File: src/rtl/seq_alu.sv
// Multi-cycle ALU feeding the accumulator: one-edge simple ops, WIDTH-edge shift-add MUL.
// Define SEQ_ALU_DIV_EN to build op 111 as restoring DIV; otherwise it behaves as PASSB.
module seq_alu #(
    parameter int WIDTH = 12
) (
    input  logic             clk,
    input  logic             rst_n,
    input  logic             start,
    input  logic [2:0]       op,
    input  logic [WIDTH-1:0] a,
    input  logic [WIDTH-1:0] b,
    output logic [WIDTH-1:0] result,
    output logic             c_flag,
    output logic             z_flag,
    output logic             busy,
    output logic             done
);

    localparam int CW = $clog2(WIDTH);
    localparam logic [CW-1:0] LAST = CW'(WIDTH - 1);

    typedef enum logic [1:0] {
        IDLE,
        EXEC,
        ITER
    } state_t;

    state_t state_q, state_d;
    logic [WIDTH-1:0] a_q, a_d, b_q, b_d;
    logic [WIDTH-1:0] hi_q, hi_d, lo_q, lo_d;
    logic [WIDTH-1:0] result_q, result_d;
    logic [2:0]       op_q, op_d;
    logic [CW-1:0]    cnt_q, cnt_d;
    logic             c_q, c_d, z_q, z_d;
    logic             busy_q, busy_d, done_q, done_d;

    logic [WIDTH:0]   ex_sum;
    logic [WIDTH-1:0] ex_res;
    logic             ex_c;
    logic [WIDTH:0]   mul_sum;
    logic [WIDTH-1:0] it_hi, it_lo;
    logic             it_c;
`ifdef SEQ_ALU_DIV_EN
    logic [WIDTH:0]   rem;
    logic             q_bit;
`endif

    function automatic logic is_iter(input logic [2:0] o);
`ifdef SEQ_ALU_DIV_EN
        return o[2:1] == 2'b11;
`else
        return o == 3'b110;
`endif
    endfunction

    always_comb begin
        ex_sum = {1'b0, a_q} + {1'b0, b_q};
        ex_res = b_q;
        ex_c   = 1'b0;
        case (op_q)
            3'b000: {ex_c, ex_res} = ex_sum;
            3'b001: begin
                ex_res = a_q - b_q;
                ex_c   = a_q < b_q;
            end
            3'b010: ex_res = a_q & b_q;
            3'b011: ex_res = a_q | b_q;
            3'b100: ex_res = a_q ^ b_q;
            default: ex_res = b_q;
        endcase
    end

    // hi:lo holds partial product (MUL) or remainder:dividend (DIV)
    always_comb begin
        mul_sum = {1'b0, hi_q} + (lo_q[0] ? {1'b0, a_q} : '0);
        it_hi   = mul_sum[WIDTH:1];
        it_lo   = {mul_sum[0], lo_q[WIDTH-1:1]};
        it_c    = |mul_sum[WIDTH:1];
`ifdef SEQ_ALU_DIV_EN
        rem   = {hi_q, lo_q[WIDTH-1]};
        q_bit = rem >= {1'b0, b_q};
        if (q_bit) rem = rem - {1'b0, b_q};
        if (op_q[0]) begin
            it_hi = rem[WIDTH-1:0];
            it_lo = {lo_q[WIDTH-2:0], q_bit};
            it_c  = b_q == '0;
        end
`endif
    end

    always_comb begin
        state_d  = state_q;
        a_d      = a_q;
        b_d      = b_q;
        op_d     = op_q;
        hi_d     = hi_q;
        lo_d     = lo_q;
        cnt_d    = cnt_q;
        result_d = result_q;
        c_d      = c_q;
        z_d      = z_q;
        busy_d   = busy_q;
        done_d   = 1'b0;
        unique case (state_q)
            IDLE: begin
                if (start) begin
                    a_d    = a;
                    b_d    = b;
                    op_d   = op;
                    busy_d = 1'b1;
                    cnt_d  = '0;
                    hi_d   = '0;
                    lo_d   = b;
`ifdef SEQ_ALU_DIV_EN
                    if (op[0]) lo_d = a;
`endif
                    state_d = is_iter(op) ? ITER : EXEC;
                end
            end
            EXEC: begin
                result_d = ex_res;
                c_d      = ex_c;
                z_d      = ex_res == '0;
                done_d   = 1'b1;
                busy_d   = 1'b0;
                state_d  = IDLE;
            end
            ITER: begin
                hi_d  = it_hi;
                lo_d  = it_lo;
                cnt_d = cnt_q + 1'b1;
                if (cnt_q == LAST) begin
                    result_d = it_lo;
                    c_d      = it_c;
                    z_d      = it_lo == '0;
                    done_d   = 1'b1;
                    busy_d   = 1'b0;
                    cnt_d    = '0;
                    state_d  = IDLE;
                end
            end
            default: state_d = IDLE;
        endcase
    end

    always_ff @(posedge clk or negedge rst_n) begin
        if (!rst_n) begin
            state_q  <= IDLE;
            a_q      <= '0;
            b_q      <= '0;
            op_q     <= '0;
            hi_q     <= '0;
            lo_q     <= '0;
            cnt_q    <= '0;
            result_q <= '0;
            c_q      <= 1'b0;
            z_q      <= 1'b0;
            busy_q   <= 1'b0;
            done_q   <= 1'b0;
        end else begin
            state_q  <= state_d;
            a_q      <= a_d;
            b_q      <= b_d;
            op_q     <= op_d;
            hi_q     <= hi_d;
            lo_q     <= lo_d;
            cnt_q    <= cnt_d;
            result_q <= result_d;
            c_q      <= c_d;
            z_q      <= z_d;
            busy_q   <= busy_d;
            done_q   <= done_d;
        end
    end

    assign result = result_q;
    assign c_flag = c_q;
    assign z_flag = z_q;
    assign busy   = busy_q;
    assign done   = done_q;

endmodule

File: config.mk
export PLATFORM = sky130hd
export DESIGN_NAME = seq_alu
export DESIGN_NICKNAME = d
export VERILOG_FILES = /design/src/rtl/seq_alu.sv
export SDC_FILE = /design/constraint.sdc
export NUM_CORES = 1
export LEC_CHECK = 0
export CORE_MARGIN = 2
export CORE_UTILIZATION = 55
export DETAILED_ROUTE_END_ITERATION = 7
export PLACE_DENSITY = 0.76
export SYNTH_ARGS = -nofsm -noshare
export SYNTH_HDL_FRONTEND = slang
export SYNTH_SLANG_ARGS = --single-unit
File: constraint.sdc
create_clock -name clk -period 3.85 [get_ports clk]
set_input_delay 0.5775 -clock clk [delete_from_list [all_inputs] [get_ports clk]]
set_output_delay 0.5775 -clock clk [all_outputs]
set_load 0.03 [all_outputs]
## Word level (Yosys, flattened, before mapping)

Cells that the tools add are included.

| storage, ports and cells | value |
|---|---|
| output and inout bits | 16 |
| register bits after elaboration | 73 |

| operators by class | value |
|---|---|
| $add $sub $neg | 4 |
| multiplexer cells | 25 |
| bitwise gates (word level) | 3 |
| equal/unequal tests | 10 |
| reductions and logical operators | 13 |
| magnitude comparators | 1 |

Operator list:

| kind | count |
|---|---|
| case mux 12 bit (2 select lines) | 3 |
| case mux 12 bit (5 select lines) | 1 |
| 2-to-1 mux 12 bit | 4 |
| adder 12 x 12 -> 13 bit | 2 |
| logical NOT 12 bit | 2 |
| AND 12 bit | 1 |
| < comparator 12 bit | 1 |
| bitwise OR 12 bit | 1 |
| OR reduction 12 bit | 1 |
| subtractor 12 bit | 1 |
| XOR 12 bit | 1 |
| 2-to-1 mux 4 bit | 2 |
| case mux 1 bit (2 select lines) | 4 |
| case mux 4 bit (2 select lines) | 1 |
| AND reduction 2 bit | 4 |
| == test 3 x 2 -> 1 bit (second input constant) | 2 |
| == test 3 bit (second input constant) | 2 |
| 2-to-1 mux 2 bit | 3 |
| 2-to-1 mux 1 bit | 5 |
| adder 4 x 1 -> 4 bit (second input constant) | 1 |
| == test 4 bit (second input constant) | 1 |
| inequality test 2 bit (second input constant) | 2 |
| case mux 2 bit (2 select lines) | 1 |
| nonzero test 2 bit | 2 |
| other kinds (8) | 8 |

## Longest topological paths before layout

Gate-level depths: netlist of the first run.

| logic depth | value |
|---|---|
| depth after elaboration | 5 |
| depth in mapped cells | 13 |

## Worst setup path before layout of the first run

OpenSTA, ideal clock, no wires.

| timing path | value |
|---|---|
| path type | reg2reg |
| from | register lo_q[0] |
| to | register c_q, in the netlist c_flag |
| arrival time | 2,539 ps |
| path slack | 1,168 ps |
| cell stages (with the launch flop) | 14 |
| path buffers | 1 |
| cells stage by stage | dfrtp_1 clkbuf_1 nand2_1 inv_1 ha_1 a21o_1 a211o_1 a21oi_2 a21oi_2 a21o_1 a2111oi_4 nor3_1 xnor2_2 a41oi_1 |

| between the ends | value |
|---|---|
| longest elaborated chain between the ends | 5 |

RTL lines:

| element | line | text |
|---|---|---|
| from (decl) | 30 | `logic [WIDTH-1:0] hi_q, hi_d, lo_q, lo_d;` |
| from (signal assigned) | 166 | `lo_q <= lo_d;` |
| 2-to-1 mux 12 bit | 75 | `mul_sum = {1'b0, hi_q} + (lo_q[0] ? {1'b0, a_q} : '0);` |
| adder 12 x 12 -> 13 bit | 75 |  |
| OR reduction 12 bit | 78 | `it_c = \|mul_sum[WIDTH:1];` |
| 2-to-1 mux 1 bit | 132 | `if (cnt_q == LAST) begin` |
| case mux 1 bit (2 select lines) | 104 | `unique case (state_q)` |
| to (signal assigned) | 156 | `c_q <= 1'b0;` |
| to (signal assigned) | 169 | `c_q <= c_d;` |
| to (decl) | 34 | `logic c_q, c_d, z_q, z_d;` |

Every way passes these cells. The select of a mux whose other input is x is not followed.
A chain may end at the register's enable or synchronous reset.

## Worst setup path after layout of the first run

| timing path | value |
|---|---|
| from | register a_q[0] |
| to | register z_q, in the netlist z_flag |

| between the ends | value |
|---|---|
| longest elaborated chain between the ends | 5 |
| elaborated cells on any way between the ends | 12 |
| classes of those cells | add/sub (3); mux (4); bitwise (3); reduce/logical (2) |

RTL lines:

| element | line | text |
|---|---|---|
| from (decl) | 29 | `logic [WIDTH-1:0] a_q, a_d, b_q, b_d;` |
| from (signal assigned) | 149 | `a_q <= '0;` |
| from (signal assigned) | 162 | `a_q <= a_d;` |
| 2-to-1 mux 12 bit | 75 |  |
| adder 12 x 12 -> 13 bit | 75 |  |
| logical NOT 12 bit | 135 | `z_d = it_lo == '0;` |
| 2-to-1 mux 1 bit | 132 |  |
| case mux 1 bit (2 select lines) * | 104 |  |
| to (signal assigned) | 170 | `z_q <= z_d;` |
| to (decl) | 34 |  |

Every way passes the cells marked *; elsewhere a longest branch is shown, timed or not. The select of a mux whose other input is x is not followed.

==> impl_metrics.csv, run 1 <==
group,metric,value,unit
timing,fmax,0.322,GHz
cts,clkTransAtPathRegs,0.10,ns
timing,maxSlewViolCount,0,
detailed_routing,routedLengthMet1,6900,um
flow_run,cap_violations,0,
synth,syn_area,0.00580,sq mm
cts,worstSkewPairLatency,0.37,ns
place,hpwl,11700,um
power,vdd_drop_max,352,uV
synth,syn_inst,665,
detailed_routing,final_antenna_net_count,0,
layout,area_growth,13.1,%
detailed_routing,routed_via_density,6.16,
grt,grtUsageTotal,29.2,%
detailed_routing,routedWlPerCell,19.0,um
detailed_routing,num_vias,5160,
synth,synthesis.nets,754,
grt,grt_pass1_wl,25900,um
outcome,status,"completed",
synth,synth_edf_count,0,
detailed_routing,routed.top_layer,"met4",
cts,cts_root_buf,"clkbuf_8",
synth,syn_avg_cell_area,8.73,sq um
worst_setup_path,rrSetupSlack,0.74,ns
worst_setup_path,critPathKind,"reg -> reg",
die,dieWidth,107,um
die,die_y,107,um
timing,setup_viol_count_final,0,
die,ios,46,
timing,hold_viol_final,0,
cts,holdBufCountCts,0,
timing,setup_tns,0,ns
worst_setup_path,cpMaxStageDelayCell,"dfrtp_1",
place,gp_congestion,0.949,
layout,n_antenna_cell,0,
grt,grt_pass1_vias,5129,
die,rows,37,
power,powerDensity,809,mW/mm^2
cts,cts_tree,"yes",
detailed_routing,drtIter0Drc,442,
cts,htreeDepth,3,
worst_setup_path,start_kind,"flip-flop",
detailed_routing,wirelength,15900,um
cts,cts_setup_buffers,0,
grt,antenna_found_initial,0,
timing,rsz0062_at_grt,"false",
synth,yosys_warnings,0,
cts,clock_sinks,73,
detailed_routing,wl_met2,7530,um
timing,period_minus_slack,3.11,ns
synth,ys_types,71,
layout,drive_gt1_share,11.4,%
timing,worst_pin_slew,0.927,ns
worst_setup_path,required,4.14,ns
worst_setup_path,path_common_cell,"inv_1",
worst_setup_path,worstPathCellList,"inv_1, ha_1, inv_1, fa_1, nor2b_1, o211ai_1, nand2_1, a221o_1, o22a_1, a211oi_1, nor4b_2, nand4_1, o21ai_1",
layout,layout.nets,786,
detailed_routing,drc,0,
min_path,hp-class,"in -> async",
detailed_routing,drtPass1Iterations,5,
timing,period_share,80.8,%
synth,async_flop_share,100,%
power,p_leak,0.00297,uW
die,dieArea,0.0114,sq mm
cts,cts_made_buffers,9,
die,initial_core_util,56.5,%
cts,ctsResizeCount,0,
synth,ys_ff_latch,73,
grt,grt_max_degree,74,
cts,cts.path.max_buffers,2,
grt,grt_overflow,0,
synth,synth_seq_area_share,31.5,%
worst_setup_path,critPathMaxStageDelay,0.42,ns
worst_setup_path,cp.arrival,3.40,ns
layout,final_core_util,63.9,%
timing,hold_ws,0.335,ns
synth,ys.flop_type,"dfrtp_1",
detailed_routing,wl_met3,931,um
layout,fillers,896,
worst_setup_path,worst_setup_path_end_kind,"flip-flop",
place,port_buffers,45,
die,fp.coreArea,0.0103,sq mm
worst_setup_path,cp_max_fo,4,
timing,relSlewSlack,38.2,%
timing,finalClockSkew,0.0213,ns
[synth_stat cells (all sizes together) (3+ instances only)]
cell / n / area share, %
nor2b: 9 / 0.97
a21o: 13 / 1.7
a211oi: 8 / 1.3
xor2: 3 / 0.45
nor2: 46 / 3.0
nand2: 64 / 4.1
xnor2: 7 / 1.2
a21oi: 41 / 3.7
nand4: 4 / 0.43
dfrtp: 73 / 31
nand3: 10 / 0.95
clkbuf: 16 / 1.0
o21bai: 4 / 0.52
and2: 13 / 1.4
o22a: 4 / 0.60
a21boi: 10 / 1.4
and3: 5 / 0.54
o31ai: 8 / 1.1
nor3: 17 / 1.6
nor4: 6 / 0.65
or2: 4 / 0.43
a31oi: 4 / 0.43
a22o: 6 / 0.91
fa: 3 / 1.0
buf: 16 / 1.4
ha: 56 / 12
o31a: 3 / 0.45
a221oi: 5 / 0.75
inv: 48 / 3.1
mux2: 33 / 6.4
o21ai: 65 / 5.6
o22ai: 10 / 1.1
mux2i: 12 / 2.1
nand3b: 3 / 0.39
nand2b: 9 / 0.97
[layout make-up]
type / count / area (sq um) / area share (%)
Inverter: 48 / 180 / 2.75
Clock buffer: 10 / 128 / 1.94
Multi-Input combinational cell: 512 / 3660 / 55.8
Sequential cell: 73 / 1830 / 27.8
Clock inverter: 6 / 90.1 / 1.37
Tap cell: 136 / 170 / 2.59
Timing Repair Buffer: 53 / 508 / 7.74
[worst max-delay path: cells and delay by family, from the launching register on]
family,cells,cell delay (ns)
AOI/OAI and AO/OA,5,1.22
adders and majority gates,2,0.59
buffers and inverters,2,0.16
DFF,1,0.42
and+or+nand+nor,4,0.64
[stage by stage]
| stage | power, uW | setup slack [ns] | cells | instance area [sq um] |
|---|---|---|---|---|
| 4_1_cts | 5260 | 0.809 | 838 | 6560 |
| 5_1_grt | 5690 | 0.576 | 838 | 6560 |
| 3_3_place_gp | 4480 | 0.897 | 822 | 6340 |
| 3_5_place_dp | 4550 | 0.899 | 822 | 6340 |
| 2_1_floorplan | 3640 | 1.17 | 665 | 5800 |
| 6_report | 5310 | 0.740 | 838 | 6560 |
[where the power goes]
group          leakage (uW)  switching (uW)  internal [uW]  total [uW]
clock network      0.000107             313            369         682
registers          0.000907             330           1020        1350
logic               0.00195            1940           1340        3280
[sequential cells by signal (all words and copies together), names as in the netlist, 2 cells and up]
signal and cells:
result 12, b_q 12, hi_q 12, state_q 2, lo_q 12, cnt_q 4
op_q 3, a_q 12
[layer usage]
metal	track usage, %	up-vias
met4	12.1	0
met3	4.44	34
met2	48.3	216
met5	0	-
met1	38.3	2484
li1	-	2426
[cells by family (layout without fill, tap and decap cells)]
| kind of cell | after synthesis | in the layout | synth area share, % |
|---|---|---|---|
| compound gates | 202 | 202 | 23.1 |
| simple gates | 195 | 195 | 16.2 |
| buf+inv | 80 | 117 | 5.58 |
| flops | 73 | 73 | 31.5 |
| fa+ha+maj | 59 | 59 | 13.1 |
| mux | 46 | 46 | 8.86 |
| xor+xnor | 10 | 10 | 1.64 |
[placed cells by master, fill, tap and decap left out, drive strengths merged, types with 12 or more instances in the layout]
master,n
dfrtp,73
o21ai,65
nand2,64
ha,56
inv,50
nor2,46
clkdlybuf4s50,44
a21oi,41
mux2,33
nor3,17
and2,13
a21o,13
mux2i,12
[final timing paths]
path	end	from	cells after the start
hold reg to reg	result[2]	result[2]	1
hold / removal	b_q[7]	rst_n	1
setup reg to reg	z_flag	a_q[0]	13
setup / recovery	z_flag	a_q[0]	13
min in group clk	result[2]	result[2]	1
max in group asynchronous	b_q[0]	rst_n	1
Power figures use the tool's default switching activity.
==> inputs of run 2 (changes only) <==
Clock period 3.85 ns to 3.2 ns, I/O delays scaled along.
==> impl_metrics.csv, run 2 (synthesis gave the netlist of run 1 again) <==
group,metric,value,unit
outcome,status,"completed",
power,vdd_drop_max,511,uV
layout,area_growth,15.0,%
timing,worst_pin_slew,0.939,ns
timing,period_minus_slack,2.98,ns
cts,clock_sinks,73,
timing,fmax,0.336,GHz
place,port_buffers,45,
grt,grt_pass1_wl,26500,um
place,hpwl,12300,um
cts,clkTransAtPathRegs,0.08,ns
cts,cts_tree,"yes",
grt,grt_pass1_vias,5151,
die,die_y,107,um
worst_setup_path,crit_start,"lo_q[0]",
cts,cts_made_buffers,9,
layout,n_antenna_cell,0,
timing,setup_viol_count_final,0,
cts,cts_setup_buffers,0,
worst_setup_path,cp_max_fo,6,
place,gp_congestion,0.973,
cts,cts_root_buf,"clkbuf_8",
worst_setup_path,worstPathCellList,"and2_1, ha_1, inv_1, fa_1, nor2b_1, o21ai_1, a21oi_1, o31ai_1, a21oi_1, xnor2_1, nand2_1, nor4_2, a41oi_1",
detailed_routing,drtIter0Drc,392,
power,switching_share,48.5,%
die,initial_core_util,56.5,%
die,dieArea,0.0114,sq mm
timing,maxSlewViolCount,0,
layout,layout_common_cells,"dfrtp_1, nand2_1, ha_1",
layout,layout.nets,799,
grt,grtUsageTotal,30.1,%
power,pwr-share-seq,24.8,%
detailed_routing,wirelength,16400,um
grt,grt_max_degree,74,
cts,holdBufCountCts,0,
timing,setup_tns,0,ns
power,powerDensity,970,mW/mm^2
worst_setup_path,critPathKind,"reg -> reg",
cts,cts.path.max_buffers,2,
power,p_int,3330,uW
timing,hold_ws,0.250,ns
worst_setup_path,cp.arrival,3.20,ns
power,p_leak,0.00303,uW
detailed_routing,num_vias,5198,
flow_run,cap_violations,0,
worst_setup_path,path_common_cell,"a21oi_1",
worst_setup_path,r2r_start,"lo_q[0]",
cts,worstSkewPairLatency,0.36,ns
power,p_clk_share,11.8,%
grt,antenna_found_initial,0,
die,dieWidth,107,um
worst_setup_path,cpMaxStageDelayCell,"dfrtp_1",
min_path,hp-class,"in -> async",
layout,final_common_cell,"dfrtp_1",
detailed_routing,routed_via_density,6.12,
timing,finalClockSkew,0.0137,ns
power,p_sw,3140,uW
timing,hold_viol_final,0,
timing,period_share,93.0,%
power,p_comb_share,63.4,%
layout,fillers,853,
die,rows,37,
die,ios,46,
timing,rsz0062_at_grt,"false",
die,fp.coreArea,0.0103,sq mm
detailed_routing,final_antenna_net_count,0,
worst_setup_path,crit_buf_inv,1,
worst_setup_path,cpLargestDelayFamily,"compound AO/OA/AOI/OAI gates",
worst_setup_path,required,3.43,ns
detailed_routing,routedWlPerCell,19.3,um
layout,final_core_util,64.9,%
timing,relSlewSlack,37.4,%
grt,grt_overflow,0,
worst_setup_path,worst_setup_path_end_kind,"flip-flop",
layout,drive_gt1_share,13.4,%
cts,htreeDepth,3,
detailed_routing,drc,0,
worst_setup_path,start_kind,"flip-flop",
detailed_routing,drtPass1Iterations,5,
cts,ctsResizeCount,0,
worst_setup_path,critPathMaxStageDelay,0.45,ns
==> run 2: changes by cell type in the layout (fill, tap and decap cells not counted), sizes merged <==
| cell | change |
|---|---|
| inv | -2 |
| clkbuf | +1 |
| clkinv | +2 |
| clkinvlp | -1 |
| bufinv | -1 |
| buf | +13 |
==> run 2: final cells by class <==
type / instances / area [sq um] / area share [%]
clock inverters: 4 / 52.6 / 0.788
multi-input cells: 512 / 3680 / 55.2
clock buffers: 11 / 151 / 2.27
repair buffers: 66 / 606 / 9.08
flip-flops and latches: 73 / 1830 / 27.4
well taps: 136 / 170 / 2.55
inverters: 48 / 180 / 2.70
==> run 2: power groups by stage <==
stage	Clock, uW	Sequential, uW	Combinational, uW
3_5_place_dp	0	1610	3990
5_1_grt	814	1650	4490
4_1_cts	784	1600	4020
2_1_floorplan	0	1650	2730
3_3_place_gp	0	1600	3910
6_report	765	1600	4100
==> run 2: routing by layer <==
| layer | vias up | routed length, um | share of wire, % | track usage, % |
|---|---|---|---|---|
| li1 | 2460 | - | - | - |
| met1 | 2498 | 6890 | 42 | 39.4 |
| met2 | 199 | 7790 | 47 | 49.3 |
| met3 | 41 | 1190 | 7.3 | 5.71 |
| met4 | 0 | 546 | 3.3 | 12.1 |
| met5 | - | 0 | 0 | 0 |
==> run 2: path summary, 6_finish.rpt <==
kind / slack [ns] / endpoint / cells after the start
setup / recovery: 0.22 / c_flag / 13
hold / removal: 0.25 / b_q[6] / 1
setup reg to reg: 0.22 / c_flag / 13
hold reg to reg: 0.48 / result[2] / 1
max in group asynchronous: 2.32 / a_q[3] / 1
min in group clk: 0.48 / result[2] / 1
==> run 2: per-stage QoR <==
stage | power, uW | cell area [sq um] | std cells | setup WS (ns)
detailed placement | 5600 | 6440 | 835 | 0.109
global route | 6960 | 6670 | 850 | 0.0455
CTS | 6400 | 6650 | 850 | 0.112
floorplan | 4370 | 5800 | 665 | 0.518
global placement | 5500 | 6440 | 835 | 0.295
finish | 6470 | 6670 | 850 | 0.224
